<file path="config.mk">
export PLATFORM = sky130hd
export DESIGN_NAME = branch_resolve_unit
export DESIGN_NICKNAME = d
export VERILOG_FILES = /design/src/rtl/branch_resolve_unit.sv
export SDC_FILE = /design/constraint.sdc
export NUM_CORES = 1
export LEC_CHECK = 0
export ABC_AREA = 1
export CAP_MARGIN = 20
export CORE_ASPECT_RATIO = 1.2
export CORE_UTILIZATION = 35
export CTS_CLUSTER_SIZE = 25
export DETAILED_ROUTE_END_ITERATION = 6
export GPL_ROUTABILITY_DRIVEN = 0
export PLACE_DENSITY = 0.64
export SLEW_MARGIN = 20
export SYNTH_ARGS = -nofsm -noshare
export SYNTH_HDL_FRONTEND = slang
export SYNTH_SLANG_ARGS = --single-unit
export TNS_END_PERCENT = 50
</file>
<file path="constraint.sdc">
create_clock -name clk -period 3.1 [get_ports clk]
set_input_delay 0.465 -clock clk [delete_from_list [all_inputs] [get_ports clk]]
set_output_delay 0.465 -clock clk [all_outputs]
set_load 0.02 [all_outputs]
</file>
<file path="src/rtl/branch_resolve_unit.sv">
// Execute-stage branch/jump resolver: one-cycle registered decision, target and link,
// plus a 2-bit saturating branch history table read by fetch and saturating perf counters.
module branch_resolve_unit #(
  parameter int XLEN      = 32,
  parameter int AW        = 10,
  parameter int IMM_W     = 20,
  parameter int BHT_DEPTH = 16,
  parameter int CNT_W     = 16
) (
  input  logic             clk,
  input  logic             rst,
  input  logic             valid_in,
  input  logic             b,
  input  logic             j,
  input  logic             jr,
  input  logic [2:0]       funct3,
  input  logic [IMM_W-1:0] imm,
  input  logic [XLEN-1:0]  op0,
  input  logic [XLEN-1:0]  op1,
  input  logic [AW-1:0]    address,
  input  logic             pred_taken,
  input  logic [AW-1:0]    fetch_addr,
  output logic             fetch_pred,
  output logic             valid_out,
  output logic             branch,
  output logic [AW-1:0]    targetAddress,
  output logic [AW-1:0]    link_addr,
  output logic             mispredict,
  output logic             misaligned,
  output logic [CNT_W-1:0] branch_cnt,
  output logic [CNT_W-1:0] mispred_cnt
);

  localparam int IDX_W = $clog2(BHT_DEPTH);
  localparam int SW    = (XLEN > AW) ? XLEN : AW;

  // Request/response protocol: a request is accepted whenever valid_in is high (no
  // backpressure); its results appear with valid_out one cycle later. Result fields
  // hold across idle cycles and are only meaningful while valid_out is high.

  logic [SW-1:0]   imm_sx;
  logic [SW-1:0]   op0_ext;
  logic [SW-1:0]   addr_ext;
  logic [AW-1:0]   jr_tgt;
  logic [AW-1:0]   pc_tgt;
  logic [AW-1:0]   link_d;

  logic            is_jr;
  logic            is_j;
  logic            is_b;
  logic            any_kind;
  logic            cond_taken;
  logic            cond_legal;
  logic            train;
  logic            taken_d;
  logic [AW-1:0]   tgt_d;
  logic            mis_d;
  logic            count_mis;

  logic [IDX_W-1:0] upd_idx;
  logic [IDX_W-1:0] fetch_idx;
  logic [1:0]       bht_q [BHT_DEPTH];
  logic             unused_addr_bits;

  logic             valid_q;
  logic             branch_q;
  logic [AW-1:0]    tgt_q;
  logic [AW-1:0]    link_q;
  logic             mis_q;
  logic             misal_q;
  logic [CNT_W-1:0] branch_cnt_q;
  logic [CNT_W-1:0] mispred_cnt_q;

  // Operands are widened to the larger of XLEN/AW so the sums are exact before truncation.
  assign imm_sx   = SW'($signed(imm));
  assign op0_ext  = SW'(op0);
  assign addr_ext = SW'(address);
  assign jr_tgt   = AW'(op0_ext + imm_sx) & ~AW'(1);
  assign pc_tgt   = AW'(addr_ext + imm_sx);
  assign link_d   = address + AW'(4);

  assign is_jr    = jr;
  assign is_j     = j & ~jr;
  assign is_b     = b & ~j & ~jr;
  assign any_kind = b | j | jr;

  always_comb begin
    cond_taken = 1'b0;
    cond_legal = 1'b1;
    case (funct3)
      3'b000:  cond_taken = (op0 == op1);
      3'b001:  cond_taken = (op0 != op1);
      3'b100:  cond_taken = ($signed(op0) <  $signed(op1));
      3'b101:  cond_taken = ($signed(op0) >= $signed(op1));
      3'b110:  cond_taken = (op0 <  op1);
      3'b111:  cond_taken = (op0 >= op1);
      default: cond_legal = 1'b0;
    endcase
  end

  always_comb begin
    taken_d = 1'b0;
    tgt_d   = pc_tgt;
    if (is_jr) begin
      taken_d = 1'b1;
      tgt_d   = jr_tgt;
    end else if (is_j) begin
      taken_d = 1'b1;
    end else if (is_b) begin
      taken_d = cond_legal & cond_taken;
    end
  end

  assign train     = valid_in & is_b & cond_legal;
  assign mis_d     = taken_d != pred_taken;
  assign count_mis = valid_in & any_kind & mis_d;

  assign upd_idx   = address[IDX_W+1:2];
  assign fetch_idx = fetch_addr[IDX_W+1:2];
  // Reads the pre-edge array, so a same-cycle update to this index is not visible yet.
  assign fetch_pred = bht_q[fetch_idx][1];
  assign unused_addr_bits = ^{fetch_addr, address};

  always_ff @(posedge clk) begin
    if (rst) begin
      for (int i = 0; i < BHT_DEPTH; i++) begin
        bht_q[i] <= 2'b01;
      end
    end else if (train) begin
      if (cond_taken) begin
        if (bht_q[upd_idx] != 2'b11) bht_q[upd_idx] <= bht_q[upd_idx] + 2'b01;
      end else begin
        if (bht_q[upd_idx] != 2'b00) bht_q[upd_idx] <= bht_q[upd_idx] - 2'b01;
      end
    end
  end

  always_ff @(posedge clk) begin
    if (rst) begin
      valid_q  <= 1'b0;
      branch_q <= 1'b0;
      tgt_q    <= '0;
      link_q   <= '0;
      mis_q    <= 1'b0;
      misal_q  <= 1'b0;
    end else begin
      valid_q <= valid_in;
      if (valid_in) begin
        branch_q <= taken_d;
        tgt_q    <= tgt_d;
        link_q   <= link_d;
        mis_q    <= mis_d;
        misal_q  <= taken_d & (tgt_d[1:0] != 2'b00);
      end
    end
  end

  always_ff @(posedge clk) begin
    if (rst) begin
      branch_cnt_q  <= '0;
      mispred_cnt_q <= '0;
    end else begin
      if (train && branch_cnt_q != '1) branch_cnt_q <= branch_cnt_q + CNT_W'(1);
      if (count_mis && mispred_cnt_q != '1) mispred_cnt_q <= mispred_cnt_q + CNT_W'(1);
    end
  end

  assign valid_out     = valid_q;
  assign branch        = branch_q;
  assign targetAddress = tgt_q;
  assign link_addr     = link_q;
  assign mispredict    = mis_q;
  assign misaligned    = misal_q;
  assign branch_cnt    = branch_cnt_q;
  assign mispred_cnt   = mispred_cnt_q;

endmodule

</file>
==> summary.txt <==
Global route
  – GRT Total Usage: 19.0%
  – Number of global-route vias before repair: roughly 5,900
  – Largest net degree at the start of global routing: 36
  – Wire length of the first global-routing pass: 28,300 µm
  – Antenna violations before repair: 1
  – Overflow after GRT: 0

Worst setup path
  – CP max FO: 12
  – R2R Setup Slk: about 750 ps
  – Worst r2r path cells: 17
  – Worst R2R End: branch_cnt[11]
  – Classification of the worst setup path: in2reg
  – Worst setup SP type: input pin
  – CP bufs+invs: 5
  – CP Data Arrival Time: around 3000 ps
  – Worst path required time: between 3000 and 4000 ps
  – Crit. End Element: flip-flop
  – CP Cell Sequence: clkdlybuf4s50_1 -> inv_1 -> ha_1 -> nand2_1 -> nor2_2 -> nand2_2 -> nor2_2 -> nand2_1 -> nand4_1 -> nand2_1 -> clkinv_1 -> nand2_1 -> nor2_2 -> nand3_2 -> clkinv_1 -> o21ai_1 -> nor2_4 -> buf_12 -> nand3_1 -> nand2_1
  – Crit-path max cell delay: approximately 450 ps
  – Most frequent CP cell: nand2_1
  – Crit path max-delay cell type: clkdlybuf4s50_1
  – Cell family contributing the most delay on the critical path: simple AND/OR/NAND/NOR gates
  – Worst reg2reg startpoint: branch_cnt[0]

Logic synthesis
  – Top-count cell post-synth: nand2_1
  – Post-synth EDFFs: 32
  – Synth top cells by count: 178 x nand2_1, 125 x inv_1, 124 x nor2_1, 63 x nand3_1, 56 x dfxtp_1
  – Seq/Total Area, Yosys: between 30 and 40%
  – Post-synth top area cell: dfxtp_1
  – Yosys warns: 0
  – Yosys cell types: between 40 and 50
  – Synth Register Bits: a little under 90
  – Average size of a mapped cell: 7.00 µm²
  – Fraction of registers with async set/reset: 0%
  – Synth top area share: about 18%
  – Prevailing post-synth register cell: dfxtp_1
  – Most area-consuming cells after synthesis: dfxtp_1 18%, edfxtp_1 15%, ha_1 11%
  – Net Count, Synth: between 1,000 and 1,500
  – Post-Syn Area: 6300 µm²
  – Synthesized instance count: 900

Detailed routing
  – DR DRC count: 0
  – Vias: roughly 6,300
  – Via density: between 4 and 5
  – WL per Instance: about 13 µm
  – Router iterations before antenna repair: 4
  – Antenna viol nets, final: 0
  – Drt total wl: 17,300 µm
  – Initial DRC Count: 219

Die
  – Die Ht: 149 µm
  – Core Region: approximately 18,000 µm²
  – Die Area: about 19,000 µm²
  – Row count: between 50 and 60
  – Starting density of the core: 35.8%
  – I/O pin count: 171
  – Die width: 124 µm

Placement
  – DP Area: 8300 µm²
  – Placed wire-length estimate: roughly 13,000 µm
  – Post-place setup slack: -213 ps
  – Number of port buffers: about 150

Run
  – Max cap viols: 0

Timing
  – Final-report max-slew violation count: 0
  – Final Cycle Share: between 90% and 100%
  – Worst Slack Setup Final: between 200 and 250 ps
  – Max transition margin: between 70% and 80%
  – TNS Setup: 0 ps
  – Max Freq: ~350 MHz
  – Final hold vios: 0
  – Post-layout min period: around 2900 ps
  – Endpoints failing setup: 0
  – Worst Skew: 5.17 ps
  – Worst slew pin tran: ~440 ps

Power and ir drop
  – Cell Pwr Density: 347 nW/µm²
  – Max VDD drop: 0.225 mV
  – P_leak: 3.75 nW

Layout
  – Layout area overhead: 37.2%
  – Footprint of the multi-input gates: around 3600 µm²
  – Layout fillers: ~1,700
  – Share of cells above drive strength 1: ~8.0%
  – Final net count: about 1,200
  – Area of all placed cells without fillers: slightly below 9000 µm²
  – Finished Core Util: between 40% and 50%
  – Register area: 2080 µm²

Outcome
  – Status: finished, final reports clean

Worst hold path
  – Hold Path Origin: targetAddress[1]
  – Hold WC Path Type: reg2reg
  – Hold Crit Endpoint: targetAddress[1]
  – Hold depth: 2

Clock network
  – Clock sinks: around 90
  – Skew-Pair Late Insertion Delay: 340 ps
  – Clock root cell: clkbuf_16
  – Clk buf depth: 2
  – CTS tree: built
  – Inserted Clock Buffers: 9
  – Worst-path clk slew: 60 ps
  – H-Tree Depth: 3
[flip-flops by register name (all words and copies together) (netlist names)]
name,flops
valid_out,1
bht_q,32
targetAddress,10
misaligned,1
mispred_cnt,16
link_addr,10
mispredict,1
branch_cnt,16
branch,1
[metal layers]
layer	GRT usage (%)	routed length (µm)	part of all wire, %
met3	3.12	697	4.0
met1	22.1	7320	42
met4	7.65	515	3.0
met5	0	0	0
met2	34.4	8780	51
[metrics by stage]
step / instances / total power (W) / hold slack [ps]
final: 1296 / 0.00300 / 464
after global routing: 1296 / 0.00316 / 497
after CTS: 1293 / 0.00302 / 466
after detailed placement: 1277 / 0.00204 / 457
after global placement: 1277 / 0.00203 / 453
after floorplan: 900 / 0.00168 / 541
[worst max path at each step]
| stage | from | depth (start not counted) | slack [ps] | endpoint |
|---|---|---|---|---|
| 2_1_floorplan | op1[31] | 19 | 540 | bht_q[11][0] |
| 3_3_place_gp | op1[15] | 20 | -160 | bht_q[8][0] |
| 3_5_place_dp | op1[15] | 20 | -210 | bht_q[11][1] |
| 4_1_cts | op1[15] | 20 | 150 | bht_q[8][0] |
| 5_1_grt | op1[15] | 20 | -4 | bht_q[10][1] |
| 6_report | op1[31] | 20 | 210 | bht_q[10][0] |
[logic make-up (layout without fill, tap and decap cells)]
logic type | Yosys count | in the layout | share of synthesized area, %
muxes | 4 | 4 | 0.636
adders and majority gates | 57 | 57 | 11.6
other | 0 | 1 | 0
and+or+nand+nor | 438 | 438 | 30.5
DFF | 88 | 88 | 33.0
AOI/OAI and AO/OA | 139 | 139 | 12.5
xor gates and xnor gates | 10 | 10 | 1.39
buffers and inverters | 164 | 339 | 10.4
[what timing repair did]
action                                 CTS  global route
resized for setup                        0            16
endpoints found under the hold margin    0             0
setup endpoints to repair                0            49
setup buffers                            0             1
hold buffers                             0             0
[final cells by class]
| type | count | area share [%] |
|---|---|---|
| timing repair buffer | 193 | 22.3 |
| tap | 220 | 3.18 |
| clock buffer | 11 | 2.69 |
| sequential | 88 | 24.1 |
| multi-input combinational | 648 | 41.8 |
| clock inverter | 5 | 0.275 |
| antenna | 1 | 0.0289 |
| inverter | 130 | 5.64 |
[power breakdown]
part / switching (W) / internal (W)
sequential: 0.0000215 / 0.00123
clock: 0.000442 / 0.000534
combinational: 0.000400 / 0.000368
[worst min-delay path, stage by stage (launching register included)]
cell,delay (ps)
dfxtp_1,310
nand2_1,60
a21oi_1,50
[layout by cell type, fill, tap and decap left out, types with 5 or more instances in the layout]
cell and count:
nand2_1 170, clkdlybuf4s50_1 154, inv_1 125, nor2_1 121, nand3_1 63, dfxtp_1 56, ha_1 55, o21ai_0 54
a21oi_1 46, nand4_1 32, edfxtp_1 32, buf_4 31, nor3_1 16, nand2_2 11, o211ai_1 10, clkbuf_16 10
nor2_2 7, xor2_1 7, clkinv_1 6, buf_12 6, o21a_1 5
Note: power is estimated with default switching activity, not from simulation.
